**src/rtl/vlane_divide.sv**
```systemverilog
// vlane_divide: multi-cycle restoring radix-2 divider (signed/unsigned, quotient or remainder).
// Define VLANE_DIVIDE_ZERO_SHORTCUT_EN to finish zero-dividend / zero-divisor requests in one cycle.
module vlane_divide #(
    parameter int WIDTH     = 32,
    parameter int LOG2WIDTH = 5
) (
    input  logic             clk,
    input  logic             resetn,
    input  logic             start,
    input  logic [WIDTH-1:0] opA,
    input  logic [WIDTH-1:0] opB,
    input  logic [1:0]       op,
    input  logic             ack,
    output logic             busy,
    output logic             done,
    output logic [WIDTH-1:0] result
);
    typedef enum logic [1:0] {IDLE, CALC, FIXUP, DONE} state_t;

    state_t               state_q, state_d;
    logic [LOG2WIDTH-1:0] cnt_q, cnt_d;
    logic [WIDTH-1:0]     rem_q, rem_d;
    logic [WIDTH-1:0]     quo_q, quo_d;
    logic [WIDTH-1:0]     div_q, div_d;
    logic [WIDTH-1:0]     result_q, result_d;
    logic                 neg_quo_q, neg_quo_d;
    logic                 neg_rem_q, neg_rem_d;
    logic                 sel_rem_q, sel_rem_d;

    logic                 sgn_a, sgn_b, zero_hit;
    logic [WIDTH-1:0]     abs_a, abs_b;
    logic [WIDTH:0]       rem_shift, diff;

    assign sgn_a = ~op[1] & opA[WIDTH-1];
    assign sgn_b = ~op[1] & opB[WIDTH-1];
    assign abs_a = sgn_a ? -opA : opA;
    assign abs_b = sgn_b ? -opB : opB;

`ifdef VLANE_DIVIDE_ZERO_SHORTCUT_EN
    assign zero_hit = (opA == '0) | (opB == '0);
`else
    assign zero_hit = 1'b0;
`endif

    always_ff @(posedge clk or negedge resetn) begin
        if (!resetn) begin
            state_q   <= IDLE;
            cnt_q     <= '0;
            rem_q     <= '0;
            quo_q     <= '0;
            div_q     <= '0;
            result_q  <= '0;
            neg_quo_q <= 1'b0;
            neg_rem_q <= 1'b0;
            sel_rem_q <= 1'b0;
        end else begin
            state_q   <= state_d;
            cnt_q     <= cnt_d;
            rem_q     <= rem_d;
            quo_q     <= quo_d;
            div_q     <= div_d;
            result_q  <= result_d;
            neg_quo_q <= neg_quo_d;
            neg_rem_q <= neg_rem_d;
            sel_rem_q <= sel_rem_d;
        end
    end

    always_comb begin
        state_d = state_q;
        case (state_q)
            IDLE:    state_d = start ? (zero_hit ? DONE : CALC) : IDLE;
            CALC:    state_d = (cnt_q == LOG2WIDTH'(WIDTH - 1)) ? FIXUP : CALC;
            FIXUP:   state_d = DONE;
            DONE:    state_d = ack ? IDLE : DONE;
            default: state_d = IDLE;
        endcase
    end

    // The quotient register starts out holding the dividend and shifts quotient bits in from the LSB.
    always_comb begin
        cnt_d     = cnt_q;
        rem_d     = rem_q;
        quo_d     = quo_q;
        div_d     = div_q;
        result_d  = result_q;
        neg_quo_d = neg_quo_q;
        neg_rem_d = neg_rem_q;
        sel_rem_d = sel_rem_q;
        rem_shift = {rem_q, quo_q[WIDTH-1]};
        diff      = rem_shift - {1'b0, div_q};
        case (state_q)
            IDLE: if (start) begin
                cnt_d     = '0;
                rem_d     = '0;
                quo_d     = abs_a;
                div_d     = abs_b;
                neg_quo_d = (sgn_a ^ sgn_b) & (opB != '0);
                neg_rem_d = sgn_a;
                sel_rem_d = op[0];
                if (zero_hit)
                    result_d = (opB == '0) ? (op[0] ? opA : '1) : '0;
            end
            CALC: begin
                cnt_d = cnt_q + 1'b1;
                rem_d = diff[WIDTH] ? rem_shift[WIDTH-1:0] : diff[WIDTH-1:0];
                quo_d = {quo_q[WIDTH-2:0], ~diff[WIDTH]};
            end
            FIXUP:
                result_d = sel_rem_q ? (neg_rem_q ? -rem_q : rem_q) : (neg_quo_q ? -quo_q : quo_q);
            default: ;
        endcase
    end

    always_comb begin
        busy = state_q != IDLE;
        done = state_q == DONE;
    end

    assign result = result_q;
endmodule
```
**config.mk**
```make
export PLATFORM = sky130hd
export DESIGN_NAME = vlane_divide
export DESIGN_NICKNAME = d
export VERILOG_FILES = /design/src/rtl/vlane_divide.sv
export SDC_FILE = /design/constraint.sdc
export NUM_CORES = 1
export LEC_CHECK = 0
export CAP_MARGIN = 15
export CORE_ASPECT_RATIO = 0.9
export CORE_MARGIN = 4
export CORE_UTILIZATION = 58
export DETAILED_ROUTE_END_ITERATION = 16
export MAX_ROUTING_LAYER = met4
export PLACE_DENSITY = 0.85
export SYNTH_ARGS = -nofsm -noshare
export SYNTH_HDL_FRONTEND = slang
export SYNTH_SLANG_ARGS = --single-unit
```
**constraint.sdc**
```tcl
create_clock -name clk -period 4.6 [get_ports clk]
set_input_delay 1.38 -clock clk [delete_from_list [all_inputs] [get_ports clk]]
set_output_delay 1.38 -clock clk [all_outputs]
set_load 0.02 [all_outputs]
```
# After elaboration in Yosys (flattened, before gate mapping)
# Cells that the tools add are included.
[op_classes]
addsub = 6
n_eq_ne = 5
mux = 16
n_bitwise = 6
reduce_logical = 6
[op_table]
columns = ["op", "n"]
rows = [
  ["$mux 32", 8],
  ["$neg 32->32", 4],
  ["$pmux 32 s2", 2],
  ["$sub 33x32->33", 1],
  ["$reduce_bool 32->1", 1],
  ["$pmux 5 s2", 1],
  ["$pmux 2 s4", 1],
  ["$add 5x1->5 const B", 1],
  ["$eq 5x5->1 const B", 1],
  ["$mux 5", 1],
  ["$eq 2x2->1 const B", 2],
  ["$mux 2", 2],
  ["$reduce_and 2->1", 2],
  ["$reduce_bool 2->1", 2],
  ["$and 1x1->1", 3],
  ["$eq 2x1->1 const B", 1],
  ["$logic_not 2->1", 1],
  ["$ne 2x2->1 const B", 1],
  ["$not 1->1", 2],
  ["$mux 1", 1],
  ["$xor 1x1->1", 1],
]
[totals]
regBits = 138
in_bits = 70

# Depth between registers and ports, before layout
# Gate-level depths: netlist (run 1).
[depth]
depth_word = 5
mapped_depth = 15

# Worst setup path before layout (run 1)
# Ideal clock, no wire load.
[synth_path]
kind = "input port to flip-flop"
start = "input port opA[12]"
end = "register quo_q[29]"
setup_time_ps = 133
t_arrival_ps = 3358
t_required_ps = 4467
slack_ps = 1109
stages = 8
path_cell_list = "or4_1 > or3_1 > nor3_1 > and2_1 > nand3b_1 > o41ai_1 > xor2_1 > o21ai_0"
[synth_via]
elab_chain_len = 4
[synth_rtl]
columns = ["item", "line", "rtl"]
rows = [
  ["start: declaration", "10", "input logic [WIDTH-1:0] opA,"],
  ["$neg 32->32", "36", "assign abs_a = sgn_a ? -opA : opA;"],
  ["$mux 32", "36", ""],
  ["$mux 32", "93", "IDLE: if (start) begin"],
  ["$pmux 32 s2", "92", "case (state_q)"],
  ["end signal: assignment", "60", "quo_q <= quo_d;"],
  ["end: declaration", "23", "logic [WIDTH-1:0] quo_q, quo_d;"],
]
# No other way between the ends. The select of a mux whose other input is x is not followed.
# A chain may end at the register's enable or synchronous reset.

# Worst setup path after layout (run 1)
[layout_path]
start = "register quo_q[31]"
end = "register rem_q[15]"
[layout_via]
elab_chain_len = 3
[layout_rtl]
columns = ["item", "line", "rtl"]
rows = [
  ["$sub 33x32->33", "91", "diff = rem_shift - {1'b0, div_q};"],
  ["$mux 32", "106", "rem_d = diff[WIDTH] ? rem_shift[WIDTH-1:0] : diff[WIDTH-1:0];"],
  ["$pmux 32 s2", "92", ""],
  ["end signal: assignment", "59", "rem_q <= rem_d;"],
  ["end: declaration", "22", "logic [WIDTH-1:0] rem_q, rem_d;"],
]
# No other way between the ends.

==> flow_metrics.env, run 1 <==
export IMPL_ctsHtreeMaxLevel=4
export IMPL_ir_worst_vdd_mv=0.624
export IMPL_dr_max_layer_used="met4"
export IMPL_layout_drive_gt1_share_pct=4.55
export IMPL_crit_type="flip-flop to flip-flop"
export IMPL_synth_sequential_area_ratio_pct=34.6
export IMPL_worst_ep_arrival_time_ns=4.29
export IMPL_start_point_of_the_worst_hold_path="result[5]"
export IMPL_cp_cell_sequence="inv_1 > ha_1 > fa_1 > nand2b_1 > a21oi_1 > o21ai_1 > o21ai_0 > o21ai_1 > o211ai_1 > a21oi_1 > xnor2_2 > buf_12 > mux2i_1 > o21ai_0"
export IMPL_detailed_place_hpwl_um=18600
export IMPL_fmaxAchievable_mhz=248
export IMPL_layout_filler_cells=1335
export IMPL_die_area_um2=19400
export IMPL_die_w_um=146
export IMPL_crit_reg2reg_launch="quo_q[31]"
export IMPL_clk_path_buf_depth=2
export IMPL_antenna_violation_net_count_after_detailed_routing=0
export IMPL_clock_skew_final_ns=0.00745
export IMPL_yosys_warns=0
export IMPL_wl_met2_um=12800
export IMPL_critPathLaunch="quo_q[31]"
export IMPL_postSynthRegisterBits=138
export IMPL_boundaryPins=104
export IMPL_row_count=45
export IMPL_numClockSinks=138
export IMPL_post_synth_num_cell_types=57
export IMPL_dr_total_vias=9182
export IMPL_grt_max_degree=102
export IMPL_postLayoutCoreUtil_pct=69.6
export IMPL_fin_hold_ws_ns=0.472
export IMPL_timing_critical_path_from_type="flip-flop"
export IMPL_global_route_usage_sum_pct=27.5
export IMPL_cp_slowest_stage_delay_ns=0.68
export IMPL_final_instance_count_excl_fill=1508
export IMPL_io_buffer_count=103
export IMPL_leakage_power_summed_over_all_cells_uw=0.00486
export IMPL_timing_critical_path_slowest_stage_cell="sky130_fd_sc_hd__xnor2_2"
export IMPL_synth_enable_flop_cells=0
export IMPL_final_net_count=1395
export IMPL_detail_route_wirelength_um=25800
export IMPL_ctsHoldBuffers=0
export IMPL_clock_tree_root_cell="sky130_fd_sc_hd__clkbuf_16"
export IMPL_syn_instance_count=1213
export IMPL_timing_final_crit_period_ns=4.04
export IMPL_cts_tree="built"
export IMPL_clk_pin_slew_worst_paths_ns=0.06
export IMPL_core_um2=16900
export IMPL_synth_async_reset_ratio_pct=100
export IMPL_cp_data_required_time_ns=4.85
export IMPL_cts_made_buffers=17
export IMPL_grt_antenna_before_repair=0
export IMPL_routedWlPerCell_um=17.1
export IMPL_final_min_period_over_clock_period_pct=87.8
export IMPL_synth_flop_cell="sky130_fd_sc_hd__dfrtp_1"
export IMPL_cts_repair_timing_setup_buffer_count=0
export IMPL_setup_tns_final_ns=0
export IMPL_post_synth_instance_area_um2=9990
export IMPL_clk_latency_ns=0.42
export IMPL_gp_congestion=0.924
export IMPL_synthesis_nets=1322
export IMPL_setup_worst_path_end_class="flip-flop"
export IMPL_first_pass_grt_wire_length_um=43300
export IMPL_sum_of_routed_wire_segments_on_met1_um=11500
export IMPL_gr_total_overflow=0
export IMPL_hold_path_class="flip-flop to flip-flop"
export IMPL_floorplan_die_height_um=132
export IMPL_starting_utilization_of_the_core_area_pct=59.1
export IMPL_diodes=0
export IMPL_first_iter_violations=743
export IMPL_hold_viol=0
export IMPL_placed_cells_incl_taps=1477
export IMPL_worst_path_max_fanout=24
export IMPL_power_dens_cells_nw_per_um2=869
export IMPL_count_of_endpoints_failing_setup_in_the_final_report=0
export IMPL_met3_length_um=1120
export IMPL_status="finished, final reports clean"
export IMPL_rsz0062_at_grt="false"
export IMPL_viasPerCell=6.09
export IMPL_first_global_vias=8916
export IMPL_tightestPinTransition_ns=1.12
export IMPL_max_cap_violations=0
export IMPL_residual_drc_count=0
export IMPL_detail_route_first_pass_iterations=6
export IMPL_cts_repair_resize_count=0
export IMPL_layout_area_overhead_vs_synth_pct=17.8
export IMPL_slew_viol_final=0
export IMPL_synth_area_per_cell_um2=8.23
export IMPL_relSlewSlack_pct=25.5
layout by cell type (no fill, tap or decap), types with 6 or more instances in the layout:
cell and count:
sky130_fd_sc_hd__a21o_1 10, sky130_fd_sc_hd__a21oi_1 72, sky130_fd_sc_hd__a22oi_1 32, sky130_fd_sc_hd__and2_1 6, sky130_fd_sc_hd__and3_1 11, sky130_fd_sc_hd__buf_4 10, sky130_fd_sc_hd__clkbuf_16 17, sky130_fd_sc_hd__clkdlybuf4s50_1 102
sky130_fd_sc_hd__dfrtp_1 138, sky130_fd_sc_hd__ha_1 38, sky130_fd_sc_hd__inv_1 48, sky130_fd_sc_hd__mux2i_1 28, sky130_fd_sc_hd__nand2_1 131, sky130_fd_sc_hd__nand2b_1 20, sky130_fd_sc_hd__nand3_1 39, sky130_fd_sc_hd__nand4_1 6
sky130_fd_sc_hd__nor2_1 67, sky130_fd_sc_hd__nor2b_1 8, sky130_fd_sc_hd__nor3_1 25, sky130_fd_sc_hd__nor4_1 15, sky130_fd_sc_hd__o211ai_1 9, sky130_fd_sc_hd__o21ai_0 179, sky130_fd_sc_hd__o21ai_1 13, sky130_fd_sc_hd__o31ai_1 20
sky130_fd_sc_hd__o41ai_1 14, sky130_fd_sc_hd__or3_1 10, sky130_fd_sc_hd__or4_1 7, sky130_fd_sc_hd__xnor2_1 81, sky130_fd_sc_hd__xor2_1 64
registers in the layout (all words and copies together) (netlist names):
signal     cells
state_q        2
neg_rem_q      1
result        32
quo_q         32
neg_quo_q      1
sel_rem_q      1
rem_q         32
cnt_q          5
div_q         32
final timing paths:
| kind | endpoint | slack [ns] | cells past startpoint |
|---|---|---|---|
| min in group asynchronous | div_q[8] | 0.86 | 1 |
| worst min register to register | result[5] | 0.47 | 2 |
| max in group asynchronous | quo_q[2] | 2.86 | 2 |
| worst max-delay path | rem_q[15] | 0.56 | 14 |
| worst min-delay path | result[5] | 0.47 | 2 |
| worst max register to register | rem_q[15] | 0.56 | 14 |
layer usage:
metal  global-route usage [%]  up-vias
li1                         -     4482
met1                     35.7     4396
met2                     45.6      267
met3                     4.69       37
met4                     6.43        0
met5                        -        -
through the flow:
stage               power (µW)  area (µm²)  worst slack, ns
global placement          8590       11200            0.393
global route             11100       11800            0.290
finish                   10200       11800            0.560
CTS                      10200       11700            0.634
floorplan                 7190        9990             1.11
detailed placement        8810       11200            0.296
synth_stat cells, drive strengths merged, types with 28 or more instances:
master / number / area share (%)
nor2: 68 / 2.6
xor2: 64 / 5.6
mux2i: 28 / 2.8
inv: 48 / 1.8
a21oi: 72 / 3.6
clkbuf: 49 / 1.8
o21ai: 193 / 9.7
a22oi: 32 / 2.4
ha: 38 / 4.8
nand2: 132 / 5.0
nand3: 39 / 2.0
xnor2: 82 / 7.2
dfrtp: 138 / 35
layout make-up:
cell class | count | area (µm²) | share of cell area [%]
clock buffers | 23 | 488 | 4.15
clock inverters | 7 | 67.6 | 0.575
inverters | 48 | 180 | 1.53
multi-input cells | 965 | 6140 | 52.2
flip-flops and latches | 138 | 3450 | 29.4
well taps | 211 | 264 | 2.25
repair buffers | 116 | 1170 | 9.93
critical path: cells and delay by family (launching register included):
| family | cells | cell delay, ns |
|---|---|---|
| flip-flops | 1 | 0.35 |
| AO/OA/AOI/OAI | 7 | 1.38 |
| multiplexers | 1 | 0.21 |
| adder cells (fa/ha/maj) | 2 | 0.64 |
| AND/OR/NAND/NOR | 1 | 0.19 |
| buffers and inverters | 2 | 0.40 |
| XOR/XNOR | 1 | 0.68 |
where the power goes:
group          switching [µW]  internal [µW]  total (µW)
Clock                     510            791        1300
Combinational            3490           2820        6310
Sequential                765           1840        2610
Total                    4760           5450       10200
cell families (layout without fill, tap and decap cells):
logic type / after synthesis / in the layout / share of synthesized area (%)
buffers and inverters: 110 / 194 / 4.22
and+or+nand+nor: 363 / 363 / 17.3
muxes: 29 / 29 / 2.92
AOI/OAI and AO/OA: 388 / 388 / 23.2
DFF: 138 / 138 / 34.6
adders and majority gates: 39 / 39 / 4.96
xor gates and xnor gates: 146 / 146 / 12.8
Note: power is estimated with default switching activity, not from simulation.
==> run 2, diff against run 1 <==
--- a/config.mk
+++ b/config.mk
@@ -12,6 +12,7 @@
 export DETAILED_ROUTE_END_ITERATION = 16
 export MAX_ROUTING_LAYER = met4
 export PLACE_DENSITY = 0.85
+export SETUP_SLACK_MARGIN = 0.5
 export SYNTH_ARGS = -nofsm -noshare
 export SYNTH_HDL_FRONTEND = slang
 export SYNTH_SLANG_ARGS = --single-unit
==> flow_metrics.env, run 2 (synthesis results as in run 1) <==
export IMPL_worstReg2RegEnd="rem_q[15]"
export IMPL_timing_critical_path_from_type="input pin"
export IMPL_crit_type="input pin to flip-flop"
export IMPL_cts_repair_timing_setup_buffer_count=0
export IMPL_clock_skew_final_ns=0.00643
export IMPL_cp_data_required_time_ns=4.88
export IMPL_crit_reg2reg_launch="quo_q[31]"
export IMPL_clock_tree_root_cell="sky130_fd_sc_hd__clkbuf_16"
export IMPL_sequential_cell_area_um2=3450
export IMPL_final_net_count=1395
export IMPL_clk_path_buf_depth=2
export IMPL_layout_area_overhead_vs_synth_pct=18.0
export IMPL_start_point_of_the_worst_hold_path="result[5]"
export IMPL_max_cap_violations=0
export IMPL_min_delay_endpoint="result[5]"
export IMPL_residual_drc_count=0
export IMPL_clk_pin_slew_worst_paths_ns=0.06
export IMPL_cts_made_buffers=17
export IMPL_io_buffer_count=103
export IMPL_timing_final_crit_period_ns=3.86
export IMPL_rrSetupSlack_ns=0.78
export IMPL_row_count=45
export IMPL_combined_area_of_the_multi_input_logic_cells_um2=6160
export IMPL_numClockSinks=138
export IMPL_slew_viol_final=0
export IMPL_tightestPinTransition_ns=1.11
export IMPL_detail_route_first_pass_iterations=8
export IMPL_ctsHtreeMaxLevel=4
export IMPL_layout_drive_gt1_share_pct=4.70
export IMPL_boundaryPins=104
export IMPL_status="finished, final reports clean"
export IMPL_final_min_period_over_clock_period_pct=84.0
export IMPL_grt_max_degree=102
export IMPL_diodes=0
export IMPL_starting_utilization_of_the_core_area_pct=59.1
export IMPL_reg2regPathDepth=14
export IMPL_die_w_um=146
export IMPL_cts_tree="built"
export IMPL_layout_cells_most_common="sky130_fd_sc_hd__o21ai_0"
export IMPL_routedWlPerCell_um=17.1
export IMPL_layout_filler_cells=1335
export IMPL_viasPerCell=6.09
export IMPL_leakage_power_summed_over_all_cells_uw=0.00486
export IMPL_setup_tns_final_ns=0
export IMPL_count_of_endpoints_failing_setup_in_the_final_report=0
export IMPL_floorplan_die_height_um=132
export IMPL_dpl_instance_area_um2=11200
export IMPL_setup_worst_path_end_class="flip-flop"
export IMPL_fmaxAchievable_mhz=259
export IMPL_detailed_place_hpwl_um=18600
export IMPL_worst_ep_arrival_time_ns=4.15
export IMPL_worst_path_max_fanout=4
export IMPL_antenna_violation_net_count_after_detailed_routing=0
export IMPL_power_dens_cells_nw_per_um2=870
export IMPL_clk_latency_ns=0.42
export IMPL_worst_hold_path_num_cells=2
export IMPL_dr_total_vias=9180
export IMPL_grt_antenna_before_repair=0
export IMPL_postLayoutCoreUtil_pct=69.7
export IMPL_first_global_vias=8916
export IMPL_hold_viol=0
export IMPL_first_iter_violations=805
export IMPL_relSlewSlack_pct=25.7
export IMPL_gr_total_overflow=0
export IMPL_core_um2=16900
export IMPL_die_area_um2=19400
export IMPL_finalInstanceArea_um2=11800
export IMPL_mostFrequentLayoutCells="sky130_fd_sc_hd__o21ai_0 (179), sky130_fd_sc_hd__dfrtp_1 (138), sky130_fd_sc_hd__nand2_1 (131)"
export IMPL_first_pass_grt_wire_length_um=43300
export IMPL_rsz0062_at_grt="false"
export IMPL_detail_route_wirelength_um=25800
export IMPL_global_route_usage_sum_pct=27.5
export IMPL_hold_path_class="flip-flop to flip-flop"
export IMPL_gp_congestion=0.924
export IMPL_ir_worst_vdd_mv=0.627
## run 2: repair_timing
action | CTS | global route
endpoints found under the setup margin | 0 | 28
hold buffers | 0 | 0
resized for setup | 0 | 3
## run 2: cell type report
class / instances / area share, %
clock buffers: 23 / 4.14
clock inverters: 7 / 0.574
inverters: 48 / 1.53
multi-input cells: 965 / 52.3
flip-flops and latches: 138 / 29.3
well taps: 211 / 2.24
repair buffers: 116 / 9.91
## run 2: metal layers
metal  vias to the layer above  part of all wire (%)  global-route usage [%]
met5                         -                     0                       -
met4                         0                   1.9                    6.43
met3                        40                   4.7                    4.69
met1                      4358                    44                    35.7
met2                       302                    49                    45.6
li1                       4480                     -                       -
## run 2: how the worst max path moves through the flow
stage	startpoint	to	slack [ns]
5_1_grt	quo_q[31]	rem_q[25]	0.54
3_5_place_dp	opA[12]	quo_q[28]	0.30
6_report	opA[12]	quo_q[29]	0.74
4_1_cts	quo_q[31]	rem_q[15]	0.63
3_3_place_gp	opA[12]	quo_q[29]	0.39
2_1_floorplan	opA[12]	quo_q[29]	1.11
## run 2: where the power goes
group | internal [µW] | switching [µW]
logic | 2840 | 3500
clock network | 791 | 510
registers | 1840 | 771
## run 2: worst max-delay path: stages
cell and delay, ns:
sky130_fd_sc_hd__clkdlybuf4s50_1 0.44, sky130_fd_sc_hd__or4_1 0.59, sky130_fd_sc_hd__or3_1 0.38, sky130_fd_sc_hd__nor3_1 0.33
sky130_fd_sc_hd__and2_1 0.27, sky130_fd_sc_hd__nand3b_1 0.17, sky130_fd_sc_hd__o41ai_1 0.34, sky130_fd_sc_hd__xor2_1 0.16
sky130_fd_sc_hd__o21ai_0 0.08
## run 2: through the flow
stage	cells	hold slack, ns	setup slack (ns)	total power [µW]
after floorplan	1213	0.449	1.11	7190
after global placement	1477	0.461	0.393	8590
after detailed placement	1477	0.469	0.296	8810
after CTS	1507	0.481	0.634	10200
after global routing	1508	0.508	0.544	11200
final	1508	0.472	0.736	10300
==> run 3, diff against run 2 <==
==> constraint.sdc (replaced) <==
create_clock -name clk -period 3.9 [get_ports clk]
set_input_delay 1.17 -clock clk [delete_from_list [all_inputs] [get_ports clk]]
set_output_delay 1.17 -clock clk [all_outputs]
set_load 0.02 [all_outputs]
==> flow_metrics.env, run 3 (synthesis results as in run 1) <==
export IMPL_critPathCapture="rem_q[19]"
export IMPL_grt_max_degree=73
export IMPL_ctsHtreeMaxLevel=4
export IMPL_row_count=45
export IMPL_final_instance_count_excl_fill=1536
export IMPL_leakage_power_summed_over_all_cells_uw=0.00505
export IMPL_detailed_place_hpwl_um=18900
export IMPL_first_global_vias=9088
export IMPL_io_buffer_count=103
export IMPL_hold_viol=0
export IMPL_placed_cells_incl_taps=1498
export IMPL_rrSetupSlack_ns=0.46
export IMPL_timing_critical_path_from_type="flip-flop"
export IMPL_fmaxAchievable_mhz=290
export IMPL_cts_tree="built"
export IMPL_detail_route_wirelength_um=27200
export IMPL_count_of_endpoints_failing_setup_in_the_final_report=0
export IMPL_cts_made_buffers=17
export IMPL_routedWlPerCell_um=17.7
export IMPL_residual_drc_count=0
export IMPL_setup_worst_path_end_class="flip-flop"
export IMPL_relSlewSlack_pct=26.8
export IMPL_gr_total_overflow=0
export IMPL_starting_utilization_of_the_core_area_pct=59.1
export IMPL_rsz0062_at_grt="true"
export IMPL_clk_pin_slew_worst_paths_ns=0.06
export IMPL_first_iter_violations=736
export IMPL_viasPerCell=6.15
export IMPL_hold_path_class="flip-flop to flip-flop"
export IMPL_timing_final_crit_period_ns=3.44
export IMPL_dr_total_vias=9439
export IMPL_clk_path_buf_depth=2
export IMPL_status="finished, final reports clean"
export IMPL_crit_type="flip-flop to flip-flop"
export IMPL_die_w_um=146
export IMPL_max_cap_violations=0
export IMPL_antenna_violation_net_count_after_detailed_routing=0
export IMPL_worst_ep_arrival_time_ns=3.75
export IMPL_layout_filler_cells=1246
export IMPL_worst_path_max_fanout=14
export IMPL_reg2regPathDepth=13
export IMPL_grt_antenna_before_repair=0
export IMPL_global_route_usage_sum_pct=28.1
export IMPL_slew_viol_final=0
export IMPL_clk_latency_ns=0.43
export IMPL_layout_drive_gt1_share_pct=8.91
export IMPL_final_min_period_over_clock_period_pct=88.3
export IMPL_crit_reg2reg_launch="rem_q[16]"
export IMPL_gp_congestion=0.909
export IMPL_numClockSinks=138
export IMPL_power_dens_cells_nw_per_um2=1050
export IMPL_worstReg2RegEnd="rem_q[19]"
export IMPL_clock_tree_root_cell="sky130_fd_sc_hd__clkbuf_16"
export IMPL_ir_worst_vdd_mv=0.760
export IMPL_cp_data_required_time_ns=4.21
export IMPL_mostFrequentLayoutCells="sky130_fd_sc_hd__o21ai_0 (177), sky130_fd_sc_hd__dfrtp_1 (137), sky130_fd_sc_hd__nand2_1 (131)"
export IMPL_first_pass_grt_wire_length_um=44000
export IMPL_tightestPinTransition_ns=1.10
export IMPL_die_area_um2=19400
export IMPL_final_net_count=1421
export IMPL_floorplan_die_height_um=132
export IMPL_clock_skew_final_ns=0.00678
export IMPL_critPathLaunch="rem_q[16]"
export IMPL_detail_route_first_pass_iterations=6
export IMPL_core_um2=16900
export IMPL_setup_tns_final_ns=0
export IMPL_diodes=0
export IMPL_layout_area_overhead_vs_synth_pct=22.1
export IMPL_ctsHoldBuffers=0
export IMPL_boundaryPins=104
export IMPL_layout_cells_most_common="sky130_fd_sc_hd__o21ai_0"
-- run 3: repair_timing --
action	CTS	global route
buffers inserted	3	2
pin swaps	5	4
gates cloned	1	0
gates resized for setup	14	26
endpoints found under the hold margin	0	0
setup endpoints to repair	37	27
-- run 3: how the worst min path moves through the flow --
stage	from	to	slack (ns)	cells past startpoint
after CTS	result[14]	result[14]	0.48	2
after global placement	result[3]	result[3]	0.46	2
after detailed placement	result[14]	result[14]	0.47	2
after floorplan	cnt_q[3]	cnt_q[3]	0.45	1
after global routing	result[1]	result[1]	0.51	2
final	result[4]	result[4]	0.48	2
-- run 3: layout make-up --
class	count	area, µm²	share of cell area, %
Clock inverter	13	146	1.20
Clock buffer	19	443	3.63
Inverter	48	180	1.48
Timing Repair Buffer	142	1380	11.3
Multi-Input combinational cell	965	6330	51.9
Tap cell	211	264	2.17
Sequential cell	138	3450	28.3
-- run 3: metrics by stage --
step           hold slack [ns]  util [%]  area, µm²  worst slack (ns)  total power, µW
2_1_floorplan            0.449         -       9990             0.619             8480
3_3_place_gp             0.460      67.1      11300            0.0552            10200
3_5_place_dp             0.469      67.1      11300          -0.00505            10500
4_1_cts                  0.482      71.4      12100             0.502            12500
5_1_grt                  0.508      72.2      12200             0.392            13800
6_report                 0.479      72.2      12200             0.456            12800
-- run 3: critical path: stages (launching register included) --
cell and delay [ns]:
sky130_fd_sc_hd__dfrtp_1 0.50, sky130_fd_sc_hd__ha_4 0.37, sky130_fd_sc_hd__and4_4 0.23, sky130_fd_sc_hd__nand4_1 0.10
sky130_fd_sc_hd__or3_1 0.37, sky130_fd_sc_hd__o21ai_4 0.23, sky130_fd_sc_hd__o21ai_4 0.10, sky130_fd_sc_hd__o211ai_1 0.26
sky130_fd_sc_hd__a21oi_2 0.12, sky130_fd_sc_hd__xnor2_2 0.14, sky130_fd_sc_hd__buf_4 0.16, sky130_fd_sc_hd__bufbuf_16 0.29
sky130_fd_sc_hd__and3_1 0.17, sky130_fd_sc_hd__a221o_1 0.26
-- run 3: where the power goes --
part / internal, µW / leakage (µW) / total (µW) / switching, µW
clock: 962 / 0.000283 / 1620 / 653
sequential: 2170 / 0.00173 / 3010 / 836
combinational: 3730 / 0.00303 / 8210 / 4480
total: 6860 / 0.00505 / 12800 / 5970
-- run 3: routing by layer --
metal	vias up	track usage, %	share of wire (%)
li1	4528	-	-
met1	4527	36.2	43
met2	328	46.7	50
met3	56	4.59	5.0
met4	0	7.26	2.0
met5	-	-	0
